## src/rtl/pic_pkg.sv

```systemverilog
// Shared types and helpers for the 8259A-style interrupt-acknowledge path.
package pic_pkg;

    localparam int         NUM_IRQ_MAX  = 8;
    localparam logic [2:0] SPURIOUS_LVL = 3'd7;

    typedef enum logic [2:0] {
        S_IDLE,
        S_REQ,
        S_ACK1,
        S_WAIT1,
        S_WAIT2,
        S_ACK2
    } pic_state_e;

    // Rank of a level under rotation: 0 is the slot right after ptr (highest priority).
    function automatic logic [2:0] rot_idx(input logic [2:0] idx, input logic [2:0] ptr,
                                           input int n);
        return 3'((int'(idx) + 2 * n - int'(ptr) - 1) % n);
    endfunction

endpackage

```

## src/rtl/pic_prio_resolver.sv

```systemverilog
// Rotating priority encoder: picks the top candidate and the top in-service level,
// and qualifies the candidate against the in-service level (fully nested mode).
module pic_prio_resolver
    import pic_pkg::*;
#(
    parameter int NUM_IRQ = 8
) (
    input  logic [NUM_IRQ-1:0]         cand_i,
    input  logic [NUM_IRQ-1:0]         isr_i,
    input  logic [$clog2(NUM_IRQ)-1:0] ptr_i,
    output logic                       win_vld_o,
    output logic [$clog2(NUM_IRQ)-1:0] win_lvl_o,
    output logic [$clog2(NUM_IRQ)-1:0] isr_top_o
);

    localparam int IW = $clog2(NUM_IRQ);

    logic          w_cand_hit;
    logic          w_isr_hit;
    logic [IW-1:0] w_cand_lvl;
    logic [IW-1:0] w_isr_lvl;
    logic [IW-1:0] w_idx;
    logic [2:0]    w_cand_rank;
    logic [2:0]    w_isr_rank;

    // Walk from lowest to highest rank so the last hit is the top-priority one.
    always_comb begin
        w_cand_hit = 1'b0;
        w_isr_hit  = 1'b0;
        w_cand_lvl = '0;
        w_isr_lvl  = '0;
        w_idx      = '0;
        for (int k = NUM_IRQ - 1; k >= 0; k--) begin
            w_idx = ptr_i + IW'(k + 1);
            if (cand_i[w_idx]) begin
                w_cand_hit = 1'b1;
                w_cand_lvl = w_idx;
            end
            if (isr_i[w_idx]) begin
                w_isr_hit = 1'b1;
                w_isr_lvl = w_idx;
            end
        end
    end

    assign w_cand_rank = rot_idx(3'(w_cand_lvl), 3'(ptr_i), NUM_IRQ);
    assign w_isr_rank  = rot_idx(3'(w_isr_lvl), 3'(ptr_i), NUM_IRQ);

    assign win_vld_o = w_cand_hit && (!w_isr_hit || (w_cand_rank < w_isr_rank));
    assign win_lvl_o = w_cand_lvl;
    assign isr_top_o = w_isr_lvl;

endmodule

```

## src/rtl/inta_sequencer.sv

```systemverilog
// Interrupt-acknowledge controller: raises INT, walks the two-pulse INTA handshake,
// owns the ISR and the rotation pointer, and services EOI commands.
module inta_sequencer
    import pic_pkg::*;
#(
    parameter int NUM_IRQ  = 8,
    parameter int SYNC_STG = 2
) (
    input  logic               clk,
    input  logic               rst_n,
    input  logic [NUM_IRQ-1:0] irr_i,
    input  logic [NUM_IRQ-1:0] imr_i,
    input  logic [4:0]         vec_base_i,
    input  logic               aeoi_i,
    input  logic               rot_aeoi_i,
    input  logic               eoi_vld_i,
    input  logic               eoi_spec_i,
    input  logic               eoi_rot_i,
    input  logic [2:0]         eoi_lvl_i,
    input  logic               inta_n_i,
    output logic               int_o,
    output logic               inta_freeze_o,
    output logic [NUM_IRQ-1:0] irr_clr_o,
    output logic [NUM_IRQ-1:0] isr_o,
    output logic [7:0]         vec_o,
    output logic               vec_oe_o
);

    localparam int IW = $clog2(NUM_IRQ);

    pic_state_e         r_state;
    pic_state_e         w_state_nxt;
    logic [SYNC_STG:0]  r_sync;
    logic               w_fall;
    logic               w_rise;
    logic               w_win_vld;
    logic [IW-1:0]      w_win_lvl;
    logic [IW-1:0]      w_isr_top;
    logic [IW-1:0]      r_ptr;
    logic [IW-1:0]      w_ptr_nxt;
    logic [NUM_IRQ-1:0] r_isr;
    logic [NUM_IRQ-1:0] w_isr_set;
    logic [NUM_IRQ-1:0] w_isr_clr;
    logic [NUM_IRQ-1:0] r_clr;
    logic [2:0]         r_lvl;
    logic               r_spur;
    logic               r_int;
    logic               r_frz;
    logic               r_voe;

    // Idles high so reset never manufactures an INTA edge.
    always_ff @(posedge clk or negedge rst_n) begin
        if (!rst_n) r_sync <= '1;
        else        r_sync <= {r_sync[SYNC_STG-1:0], inta_n_i};
    end

    assign w_fall = r_sync[SYNC_STG] & ~r_sync[SYNC_STG-1];
    assign w_rise = ~r_sync[SYNC_STG] & r_sync[SYNC_STG-1];

    pic_prio_resolver #(.NUM_IRQ(NUM_IRQ)) u_prio (
        .cand_i    (irr_i & ~imr_i),
        .isr_i     (r_isr),
        .ptr_i     (r_ptr),
        .win_vld_o (w_win_vld),
        .win_lvl_o (w_win_lvl),
        .isr_top_o (w_isr_top)
    );

    always_comb begin
        w_state_nxt = r_state;
        case (r_state)
            S_IDLE:  if (w_win_vld) w_state_nxt = S_REQ;
            S_REQ:   if (w_fall)    w_state_nxt = S_ACK1;
            S_ACK1:                 w_state_nxt = S_WAIT1;
            S_WAIT1: if (w_rise)    w_state_nxt = S_WAIT2;
            S_WAIT2: if (w_fall)    w_state_nxt = S_ACK2;
            S_ACK2:  if (w_rise)    w_state_nxt = S_IDLE;
            default:                w_state_nxt = S_IDLE;
        endcase
    end

    // Set mask is OR-ed after the clear mask, so an ACK1 set beats an EOI on the same bit.
    always_comb begin
        w_isr_set = '0;
        w_isr_clr = '0;
        w_ptr_nxt = r_ptr;
        if (r_state == S_ACK1 && w_win_vld)
            w_isr_set[w_win_lvl] = 1'b1;
        if (r_state == S_ACK2 && w_rise && aeoi_i && !r_spur) begin
            w_isr_clr[r_lvl[IW-1:0]] = 1'b1;
            if (rot_aeoi_i) w_ptr_nxt = r_lvl[IW-1:0];
        end
        if (eoi_vld_i && |r_isr) begin
            if (eoi_spec_i) begin
                w_isr_clr[eoi_lvl_i[IW-1:0]] = 1'b1;
                if (eoi_rot_i) w_ptr_nxt = eoi_lvl_i[IW-1:0];
            end else begin
                w_isr_clr[w_isr_top] = 1'b1;
                if (eoi_rot_i) w_ptr_nxt = w_isr_top;
            end
        end
    end

    always_ff @(posedge clk or negedge rst_n) begin
        if (!rst_n) begin
            r_state <= S_IDLE;
            r_ptr   <= IW'(NUM_IRQ - 1);
            r_isr   <= '0;
            r_clr   <= '0;
            r_lvl   <= '0;
            r_spur  <= 1'b0;
            r_int   <= 1'b0;
            r_frz   <= 1'b0;
            r_voe   <= 1'b0;
        end else begin
            r_state <= w_state_nxt;
            r_ptr   <= w_ptr_nxt;
            r_isr   <= (r_isr & ~w_isr_clr) | w_isr_set;
            r_clr   <= '0;
            case (r_state)
                S_IDLE:  if (w_win_vld) r_int <= 1'b1;
                S_REQ:   if (w_fall)    r_frz <= 1'b1;
                S_ACK1: begin
                    // No winner left by now: answer with the spurious IR7 vector.
                    r_int  <= 1'b0;
                    r_spur <= !w_win_vld;
                    r_lvl  <= w_win_vld ? 3'(w_win_lvl) : SPURIOUS_LVL;
                    r_clr  <= w_isr_set;
                end
                S_WAIT2: if (w_fall) r_voe <= 1'b1;
                S_ACK2: begin
                    if (w_rise) begin
                        r_voe <= 1'b0;
                        r_frz <= 1'b0;
                    end
                end
                default: ;
            endcase
        end
    end

    assign int_o         = r_int;
    assign inta_freeze_o = r_frz;
    assign irr_clr_o     = r_clr;
    assign isr_o         = r_isr;
    assign vec_oe_o      = r_voe;
    assign vec_o         = r_voe ? {vec_base_i, r_lvl} : 8'h00;

endmodule
```

## config.mk

```make
export PLATFORM = sky130hd
export DESIGN_NAME = inta_sequencer
export DESIGN_NICKNAME = d
export VERILOG_FILES = /design/src/rtl/pic_pkg.sv /design/src/rtl/pic_prio_resolver.sv /design/src/rtl/inta_sequencer.sv
export SDC_FILE = /design/constraint.sdc
export NUM_CORES = 1
export LEC_CHECK = 0
export CORE_UTILIZATION = 51
export CTS_BUF_LIST = sky130_fd_sc_hd__clkbuf_4 sky130_fd_sc_hd__clkbuf_8
export DETAILED_ROUTE_END_ITERATION = 12
export GPL_ROUTABILITY_DRIVEN = 0
export GPL_TIMING_DRIVEN = 0
export HOLD_SLACK_MARGIN = 0.06
export PLACE_DENSITY = 0.79
export SYNTH_ARGS = -nofsm -noshare
export SYNTH_HDL_FRONTEND = slang
export SYNTH_SLANG_ARGS = --single-unit
```

## constraint.sdc

```tcl
create_clock -name clk -period 4.6 [get_ports clk]
set_input_delay 0.46 -clock clk [delete_from_list [all_inputs] [get_ports clk]]
set_output_delay 0.46 -clock clk [all_outputs]
set_load 0.01 [all_outputs]
```

==> flow_summary.yaml <==
run_status:
  status: "complete, but fails checks"
  violations: "setup timing"
finish:
  final_cell_mix: "clkdlybuf4s50_1 (57), nand2_1 (31), buf_4 (29)"
  nets: 520
  diodes: 0
  drive_gt1_share_pct: 30.4
  final_common_cell: "clkdlybuf4s50_1"
  syn2layout_area_growth_pct: 34.4
  multi_input_area_um2: 2950
  area.sequential_um2: 808
  fillers: 495
  final_util_pct: 72.4
grt:
  grt_use_total_pct: 32.8
  grt_pass1_wl_um: 19000
  globalRouteOverflowTotal: 0
  grt_start_max_net_pins: 21
  grt_pass1_vias: 3846
  antenna_found_initial: 0
yosys:
  synth_top_area_share_pct: 17.4
  synth.cell_area_um2: 3740
  syn_nets: 428
  synthFlopType: "dfrtp_1"
  async_flop_share_pct: 100
  synth_edf_count: 0
  ys_top_cells_by_area: "dfrtp_1 (17%), mux4_2 (16%), dfstp_2 (4.2%)"
  synth_seq_area_share_pct: 21.6
  synth_cell_types: 87
  synth_largest_area_cell: "dfrtp_1"
  synth-seq-cells: 32
  ys_warn_count: 0
  syn_area_per_cell_um2: 9.64
  synth_cells: 388
die:
  num_rows: 30
  top_level_ports: 59
  dieArea_um2: 7680
  fp.coreArea_um2: 6940
  die_h_um: 87.6
  start_util_pct: 53.9
  die-width_um: 87.6
placement:
  dp_hpwl_um: 8340
  port_buffers: 57
worst_setup_path:
  critPathMaxFanout: 7
  crit_path_end_kind: "register"
  cp-start-kind: "register"
  required_ns: 4.77
  crit_arrival_ns: 4.98
  setup.worst_path.class: "register to register"
timing:
  setup_violations: 19
  fin_crit_sh_pct: 105
  tightest_slew_ns: 0.916
  setup_ws_ns: -0.207
  skew_ns: 0.0103
  hold_viol_final: 0
  post-route-min-period_ns: 4.81
  timing.slew.headroom_pct: 38.5
  max_freq_ghz: 0.208
  rsz0062_at_grt: "yes"
  slew_viol_final: 0
clock_network:
  cts-root-buf: "clkbuf_8"
  tritoncts: "yes"
  cts_made_buffers: 5
  worstSkewPairLatency_ns: 0.28
  clk_pin_slew_worst_paths_ns: 0.07
  cts_sinks: 32
  cts_buffer_depth: 2
  h-tree-depth: 2
worst_hold_path:
  hp-class: "register to register"
routing:
  wl_per_cell_um: 20.7
  drtPass1Iterations: 5
  vias: 3853
  drt_iter0_markers: 404
  antenna_left: 0
  drc: 0
  finalWirelength_um: 12000
  viasPerCell: 6.68
job:
  cap_viol_max_count: 0
## cells in the mapped netlist (7+ instances only)
master     n
and2_1    12
o21ai_0   23
mux2i_1   11
dfrtp_1   26
nand2_1   33
nand2b_1  15
nor2b_1   14
mux2_2     7
clkbuf_1   9
mux4_2    27
nor2_1    27
a21oi_1   17
## kinds of logic (layout without fill, tap and decap cells)
group	Yosys count	after routing	synth area share, %
AO/OA/AOI/OAI	112	112	21.9
XOR/XNOR	8	8	2.78
adder cells (fa/ha/maj)	8	8	3.08
buffers and inverters	31	124	4.75
flip-flops	32	32	21.6
multiplexers	51	51	24.1
AND/OR/NAND/NOR	146	146	21.7
## worst max-delay path, cell delays in order (launching register included)
cell and delay (ns):
dfstp_2 0.58, buf_4 0.17, ha_1 0.17, buf_6 0.16, xnor2_4 0.17, mux4_2 0.37, mux2_4 0.33, a311oi_2 0.29
a2111o_2 0.19, clkinv_4 0.07, ha_4 0.16, fa_2 0.37, xnor2_2 0.16, xnor2_1 0.16, ha_1 0.28, nor2b_1 0.12
o21ai_1 0.09, o21a_1 0.16, buf_4 0.15, buf_6 0.11, nor2_4 0.08, a21oi_1 0.05, o311a_1 0.30
## flip-flops by register name, indices dropped and copies added (netlist names)
register       flops
vec_oe_o           1
r_sync             3
r_spur             1
r_lvl              3
isr_o              8
r_state            3
irr_clr_o          8
r_ptr              3
int_o              1
inta_freeze_o      1
## final timing paths
path,startpoint,to,slack [ns],depth (start not counted)
worst max-delay path,r_ptr[1]$_DFF_PN1_,r_state[0]$_DFFE_PN0P_,-0.21,22
worst max register to register,r_ptr[1]$_DFF_PN1_,r_state[0]$_DFFE_PN0P_,-0.21,22
max in group asynchronous,rst_n,isr_o[4]$_DFF_PN0_,3.67,3
worst min register to register,r_sync[0]$_DFF_PN1_,r_sync[1]$_DFF_PN1_,0.36,0
worst min-delay path,r_sync[0]$_DFF_PN1_,r_sync[1]$_DFF_PN1_,0.36,0
min in group asynchronous,rst_n,r_spur$_DFFE_PN0P_,0.64,2
## area by class of cell
| type | count | share of cell area [%] |
|---|---|---|
| buffer | 16 | 2.49 |
| clock inverter | 1 | 0.0996 |
| clock buffer | 7 | 1.67 |
| tap | 96 | 2.39 |
| timing repair buffer | 90 | 17.4 |
| inverter | 10 | 1.27 |
| sequential | 32 | 16.1 |
| multi-input combinational | 325 | 58.6 |
## stage by stage
| step | hold WS, ns | std cells | worst slack, ns | TNS (ns) | area (um2) |
|---|---|---|---|---|---|
| 6_report | 0.360 | 577 | -0.207 | -1.96 | 5030 |
| 5_1_grt | 0.365 | 577 | -0.372 | -5.60 | 5030 |
| 4_1_cts | 0.362 | 575 | -0.110 | -0.491 | 4990 |
| 3_5_place_dp | 0.351 | 543 | -0.770 | -13.08 | 4600 |
| 3_3_place_gp | 0.349 | 541 | -0.709 | -12.03 | 4550 |
| 2_1_floorplan | 0.164 | 388 | -0.0412 | -0.0412 | 3860 |
## routing by layer
metal / share of wire (%) / global-route usage, %
met1: 38 / 41.2
met2: 48 / 56.0
met3: 9.1 / 3.86
met4: 4.4 / 16.5
met5: 0 / 0
## timing repair
item                       4_1_cts  5_1_grt
setup endpoints to repair       22       22
pin swaps                       21        5
gates resized for setup         32        6
buffers inserted                29        2
hold buffers                     0        0
Power is left out: the tool's default activity adds up to more than one toggle a clock period on the data nets, which glitch-free logic cannot reach.
